--- src/rtl/gate_pkg.sv ---
// Shared constants, gate bit positions and FSM encoding for the gate vector sequencer.
package gate_pkg;

  localparam int GATE_N = 7;
  localparam int N_VEC  = 4;

  localparam int GATE_AND  = 0;
  localparam int GATE_OR   = 1;
  localparam int GATE_NOT  = 2;
  localparam int GATE_NAND = 3;
  localparam int GATE_NOR  = 4;
  localparam int GATE_XOR  = 5;
  localparam int GATE_XNOR = 6;

  typedef enum logic [1:0] {
    ST_IDLE   = 2'd0,
    ST_SETTLE = 2'd1,
    ST_CHECK  = 2'd2,
    ST_DONE   = 2'd3
  } state_t;

endpackage

--- src/rtl/gate_ref_model.sv ---
// Combinational golden model of the basic gate bank, bit order matches gate_res_i.
module gate_ref_model
  import gate_pkg::*;
(
  input  logic              i_a,
  input  logic              i_b,
  output logic [GATE_N-1:0] o_exp
);

  // Expected response of every gate for the current a/b pair
  always_comb begin
    o_exp            = '0;
    o_exp[GATE_AND]  = i_a & i_b;
    o_exp[GATE_OR]   = i_a | i_b;
    o_exp[GATE_NOT]  = ~i_a;
    o_exp[GATE_NAND] = ~(i_a & i_b);
    o_exp[GATE_NOR]  = ~(i_a | i_b);
    o_exp[GATE_XOR]  = i_a ^ i_b;
    o_exp[GATE_XNOR] = ~(i_a ^ i_b);
  end

endmodule

--- src/rtl/gate_vector_sequencer.sv ---
// Steps the gate bank through all four a/b vectors, scores the sampled outputs.
// Optional first-failure capture is built when FAIL_CAPTURE_EN is defined.
module gate_vector_sequencer
  import gate_pkg::*;
#(
  parameter int SETTLE_CYCLES = 2,
  parameter int CNT_W         = 4
)
(
  input  logic              clk,
  input  logic              rst_n,
  input  logic              start,
  output logic              a_o,
  output logic              b_o,
  input  logic [GATE_N-1:0] gate_res_i,
  output logic              busy,
  output logic              done,
  output logic              pass,
  output logic [2:0]        err_cnt,
  output logic [GATE_N-1:0] fail_mask,
  output logic [1:0]        first_fail_vec,
  output logic              first_fail_vld
);

  localparam logic [CNT_W-1:0] CNT_LOAD = CNT_W'(SETTLE_CYCLES - 1);
  localparam logic [1:0]       IDX_LAST = 2'(N_VEC - 1);

  state_t              r_state;
  logic [1:0]          r_idx;
  logic [CNT_W-1:0]    r_cnt;
  logic                r_a;
  logic                r_b;
  logic                r_busy;
  logic                r_done;
  logic                r_pass;
  logic [2:0]          r_err_cnt;
  logic [GATE_N-1:0]   r_fail_mask;
  logic [GATE_N-1:0]   w_exp;
  logic [GATE_N-1:0]   w_mism;
  logic                w_start_acc;
  logic                w_check;

  gate_ref_model u_ref (
    .i_a   (r_a),
    .i_b   (r_b),
    .o_exp (w_exp)
  );

  assign w_mism      = gate_res_i ^ w_exp;
  assign w_start_acc = (r_state == ST_IDLE) & start;
  assign w_check     = (r_state == ST_CHECK);

  // Sequencer FSM with settle counter and run score registers
  always_ff @(posedge clk or negedge rst_n) begin
    if (!rst_n) begin
      r_state     <= ST_IDLE;
      r_idx       <= 2'd0;
      r_cnt       <= '0;
      r_a         <= 1'b0;
      r_b         <= 1'b0;
      r_busy      <= 1'b0;
      r_done      <= 1'b0;
      r_pass      <= 1'b0;
      r_err_cnt   <= 3'd0;
      r_fail_mask <= '0;
    end else begin
      case (r_state)
        ST_IDLE: begin
          r_done <= 1'b0;
          if (start) begin
            r_err_cnt   <= 3'd0;
            r_fail_mask <= '0;
            r_pass      <= 1'b0;
            r_idx       <= 2'd0;
            r_a         <= 1'b0;
            r_b         <= 1'b0;
            r_cnt       <= CNT_LOAD;
            r_busy      <= 1'b1;
            r_state     <= ST_SETTLE;
          end else begin
            r_state <= ST_IDLE;
          end
        end
        ST_SETTLE: begin
          if (r_cnt == '0) begin
            r_state <= ST_CHECK;
          end else begin
            r_cnt <= r_cnt - {{(CNT_W-1){1'b0}}, 1'b1};
          end
        end
        ST_CHECK: begin
          r_fail_mask <= r_fail_mask | w_mism;
          if (|w_mism) begin
            r_err_cnt <= r_err_cnt + 3'd1;
          end else begin
            r_err_cnt <= r_err_cnt;
          end
          if (r_idx == IDX_LAST) begin
            r_state <= ST_DONE;
          end else begin
            r_idx      <= r_idx + 2'd1;
            {r_a, r_b} <= r_idx + 2'd1;
            r_cnt      <= CNT_LOAD;
            r_state    <= ST_SETTLE;
          end
        end
        ST_DONE: begin
          // err_cnt already includes the last vector's result here
          r_done  <= 1'b1;
          r_busy  <= 1'b0;
          r_pass  <= (r_err_cnt == 3'd0);
          r_state <= ST_IDLE;
        end
        default: begin
          r_state <= ST_IDLE;
        end
      endcase
    end
  end

`ifdef FAIL_CAPTURE_EN
  logic [1:0] r_ff_vec;
  logic       r_ff_vld;

  // Latch the index of the first failing vector of the run
  always_ff @(posedge clk or negedge rst_n) begin
    if (!rst_n) begin
      r_ff_vec <= 2'd0;
      r_ff_vld <= 1'b0;
    end else if (w_start_acc) begin
      r_ff_vec <= 2'd0;
      r_ff_vld <= 1'b0;
    end else if (w_check && (|w_mism) && !r_ff_vld) begin
      r_ff_vec <= r_idx;
      r_ff_vld <= 1'b1;
    end else begin
      r_ff_vec <= r_ff_vec;
      r_ff_vld <= r_ff_vld;
    end
  end

  assign first_fail_vec = r_ff_vec;
  assign first_fail_vld = r_ff_vld;
`else
  logic w_unused;
  assign w_unused       = w_start_acc ^ w_check;
  assign first_fail_vec = 2'd0;
  assign first_fail_vld = 1'b0;
`endif

  assign a_o       = r_a;
  assign b_o       = r_b;
  assign busy      = r_busy;
  assign done      = r_done;
  assign pass      = r_pass;
  assign err_cnt   = r_err_cnt;
  assign fail_mask = r_fail_mask;

endmodule

--- config.mk ---
export PLATFORM = sky130hd
export DESIGN_NAME = gate_vector_sequencer
export DESIGN_NICKNAME = d
export VERILOG_FILES = /design/src/rtl/gate_pkg.sv /design/src/rtl/gate_ref_model.sv /design/src/rtl/gate_vector_sequencer.sv
export SDC_FILE = /design/constraint.sdc
export NUM_CORES = 1
export LEC_CHECK = 0
export ABC_AREA = 1
export CAP_MARGIN = 20
export CORE_MARGIN = 5
export CORE_UTILIZATION = 50
export DETAILED_ROUTE_END_ITERATION = 12
export HOLD_SLACK_MARGIN = 0.03
export MAX_ROUTING_LAYER = met4
export PLACE_DENSITY = 0.9
export SLEW_MARGIN = 20
export SYNTH_ARGS = -nofsm -noshare
export SYNTH_HDL_FRONTEND = slang
export SYNTH_HIERARCHICAL = 1
export SYNTH_SLANG_ARGS = --single-unit
--- constraint.sdc ---
create_clock -name clk -period 1.6 [get_ports clk]
set_input_delay 0.32 -clock clk [delete_from_list [all_inputs] [get_ports clk]]
set_output_delay 0.32 -clock clk [all_outputs]
set_load 0.01 [all_outputs]
==> flow_metrics.env <==
export IMPL_clk_pin_slew_ps=120
export IMPL_required_ps=1280
export IMPL_antenna_found_initial=0
export IMPL_synthFlopType="dfrtp_1"
export IMPL_yosysMostFrequentCell="nand2_1"
export IMPL_outcome="completed"
export IMPL_final_antenna_net_count=0
export IMPL_slowest_stage="clkdlybuf4s50_1"
export IMPL_powerDensity_nw_per_um2=1880
export IMPL_clock_path_buffers=2
export IMPL_synth_edf_count=0
export IMPL_setup_viol=0
export IMPL_fp_dieArea_sq_um=3770
export IMPL_avgRoutedWirePerCell_microns=12.3
export IMPL_vias_per_cell=4.97
export IMPL_drive_gt1_share_pct=16.7
export IMPL_clkLatencyLatePin_ps=310
export IMPL_drt_iter0_markers=22
export IMPL_cts_root_buf="clkbuf_4"
export IMPL_path_class="reg2out"
export IMPL_portBuffers=24
export IMPL_dr_pass1_iters=4
export IMPL_synthTopCellsByCount="nand2_1 (43), inv_1 (34), dfrtp_1 (21)"
export IMPL_power_leakage_nw=0.975
export IMPL_initial_utilization_pct=52.8
export IMPL_htree_levels=1
export IMPL_synthArstFlopShare_pct=100
export IMPL_ys_ff_latch=21
export IMPL_final_hold_violation_count=0
export IMPL_fmax_ghz=0.644
export IMPL_utilization_pct=70.0
export IMPL_cts_tree="built"
export IMPL_cpPeakStageDelay_ps=540
export IMPL_reg2reg_slack_ps=80
export IMPL_total_power_mw=3.29
export IMPL_pin_count=28
export IMPL_crit_buf_inv=1
export IMPL_synth_distinct_cells=23
export IMPL_rows=18
export IMPL_die_w_microns=61.4
export IMPL_grt_pass1_vias=1095
export IMPL_syn_area_sq_um=1320
export IMPL_path_cells="clkdlybuf4s50_1"
export IMPL_fin_crit_sh_pct=97.1
export IMPL_placed_cells=230
export IMPL_drt_total_wl_mm=2.94
export IMPL_vias=1187
export IMPL_diodes=0
export IMPL_cp_top_family="buffers and inverters"
export IMPL_critPathCaptureType="output pin"
export IMPL_min_path_type="in2async"
export IMPL_fin_area_sq_um=1750
export IMPL_cp_max_fo=2
export IMPL_yosysWarnings=6
export IMPL_skew_ps=5.39
export IMPL_drc=0
export IMPL_finalNonFillerCells=239
export IMPL_fin_nets=234
export IMPL_setup_ws_ps=46.9
export IMPL_yosysTopAreaCellShare_pct=39.8
export IMPL_grt_pass1_wl_mm=4.49
export IMPL_ys_seq_area_share_pct=39.8
export IMPL_placed_cell_area_sq_um=1630
export IMPL_finalCriticalPeriod_ps=1550
export IMPL_place_ws_ps=43.0
export IMPL_drv_cap=0
export IMPL_cts_buffers=3
export IMPL_ir_worst_vdd_mv=1.42
export IMPL_gr_total_overflow=0
export IMPL_postCtsHoldBufs=0
export IMPL_arrival_ps=1230
export IMPL_grtUsageTotal_pct=16.7
export IMPL_critPathLaunchType="register"
export IMPL_clkSinkCount=21
export IMPL_postSynthCellCount=170
export IMPL_synth_top_area_cell="dfrtp_1"
export IMPL_gp_congestion=0.827
export IMPL_avgSynthCellArea_sq_um=7.76
export IMPL_core_area_sq_um=2500
export IMPL_maxSlewViolCount=0
export IMPL_grt_max_degree=22
export IMPL_synthTopCellsByArea="dfrtp_1 (40%), ha_1 (13%), nand2_1 (12%)"
export IMPL_place_hpwl_mm=2.01
export IMPL_synthToLayoutAreaGrowth_pct=32.6
export IMPL_die_h_microns=61.4
## flip-flops by register name (all words and copies together) (netlist names)
| register | cells |
|---|---|
| r_state | 2 |
| r_idx | 1 |
| busy | 1 |
| done | 1 |
| r_cnt | 4 |
| b_o | 1 |
| pass | 1 |
| err_cnt | 3 |
| fail_mask | 7 |
## kinds of logic after synthesis
logic type / share of synthesized area, %
XOR/XNOR: 0.664
AND/OR/NAND/NOR: 22.9
multiplexers: 0.853
adder cells (fa/ha/maj): 13.3
buffers and inverters: 12.5
AO/OA/AOI/OAI: 9.67
flip-flops: 39.8
other: 0.284
## where the power goes
part           switching (mW)  internal [mW]  leakage [nW]  total [mW]
logic                    1.14          0.971         0.692        2.11
clock network           0.172         0.0935        0.0177       0.266
registers               0.142          0.774         0.266       0.916
total                    1.45           1.84         0.975        3.29
## cell usage in the layout (no fill, tap or decap), types with 2 or more instances in the layout
cell,synthesis,final
nand2_1,43,41
inv_1,34,31
dfrtp_1,21,20
clkdlybuf4s50_1,0,18
buf_4,3,12
nor2_1,13,11
ha_1,14,10
nand3_1,9,9
o21ai_0,9,9
a31oi_1,7,7
inv_2,1,4
nand4_1,3,3
conb_1,1,3
clkbuf_4,0,3
dlygate4sd2_1,0,3
dlymetal6s2s_1,0,3
a21oi_1,2,2
nor2_2,1,2
nand2_2,0,2
ha_2,0,2
ha_4,0,2
## routing by layer
layer / vias up / global-route usage, % / share of wire (%) / wire length, microns
met1: 553 / 20.4 / 42 / 1230
met5: - / - / 0 / 0
met2: 26 / 26.9 / 52 / 1530
li1: 600 / - / - / -
met4: 0 / 7.27 / 2.0 / 58
met3: 8 / 3.35 / 4.0 / 117
## per-stage QoR
stage / TNS, ps / hold slack (ps)
final: 0 / 334
after detailed placement: 0 / 493
after floorplan: 0 / 24.4
after global placement: 0 / 477
after global routing: -22.6 / 349
after CTS: 0 / 349
## area by class of cell
class	count	area, sq um
Inverter	35	131
Fill cell	185	749
Sequential cell	21	527
Multi-Input combinational cell	112	682
Timing Repair Buffer	37	345
Clock inverter	1	5.00
Clock buffer	3	22.5
Tap cell	30	37.5
## final timing paths
kind | endpoint | startpoint | depth (start not counted)
max | pass | pass | 1
min reg2reg | fail_mask[3] | fail_mask[3] | 2
max in group asynchronous | r_state[1] | rst_n | 2
min in group clk | fail_mask[3] | fail_mask[3] | 2
max reg2reg | b_o | r_state[1] | 7
min | r_state[0] | rst_n | 2
## repair_timing
action	CTS	global route
hold endpoints to repair	0	0
setup endpoints to repair	5	19
buffers inserted	2	3
pin swaps	0	2
resized for setup	3	18
Power figures use the tool's default switching activity.
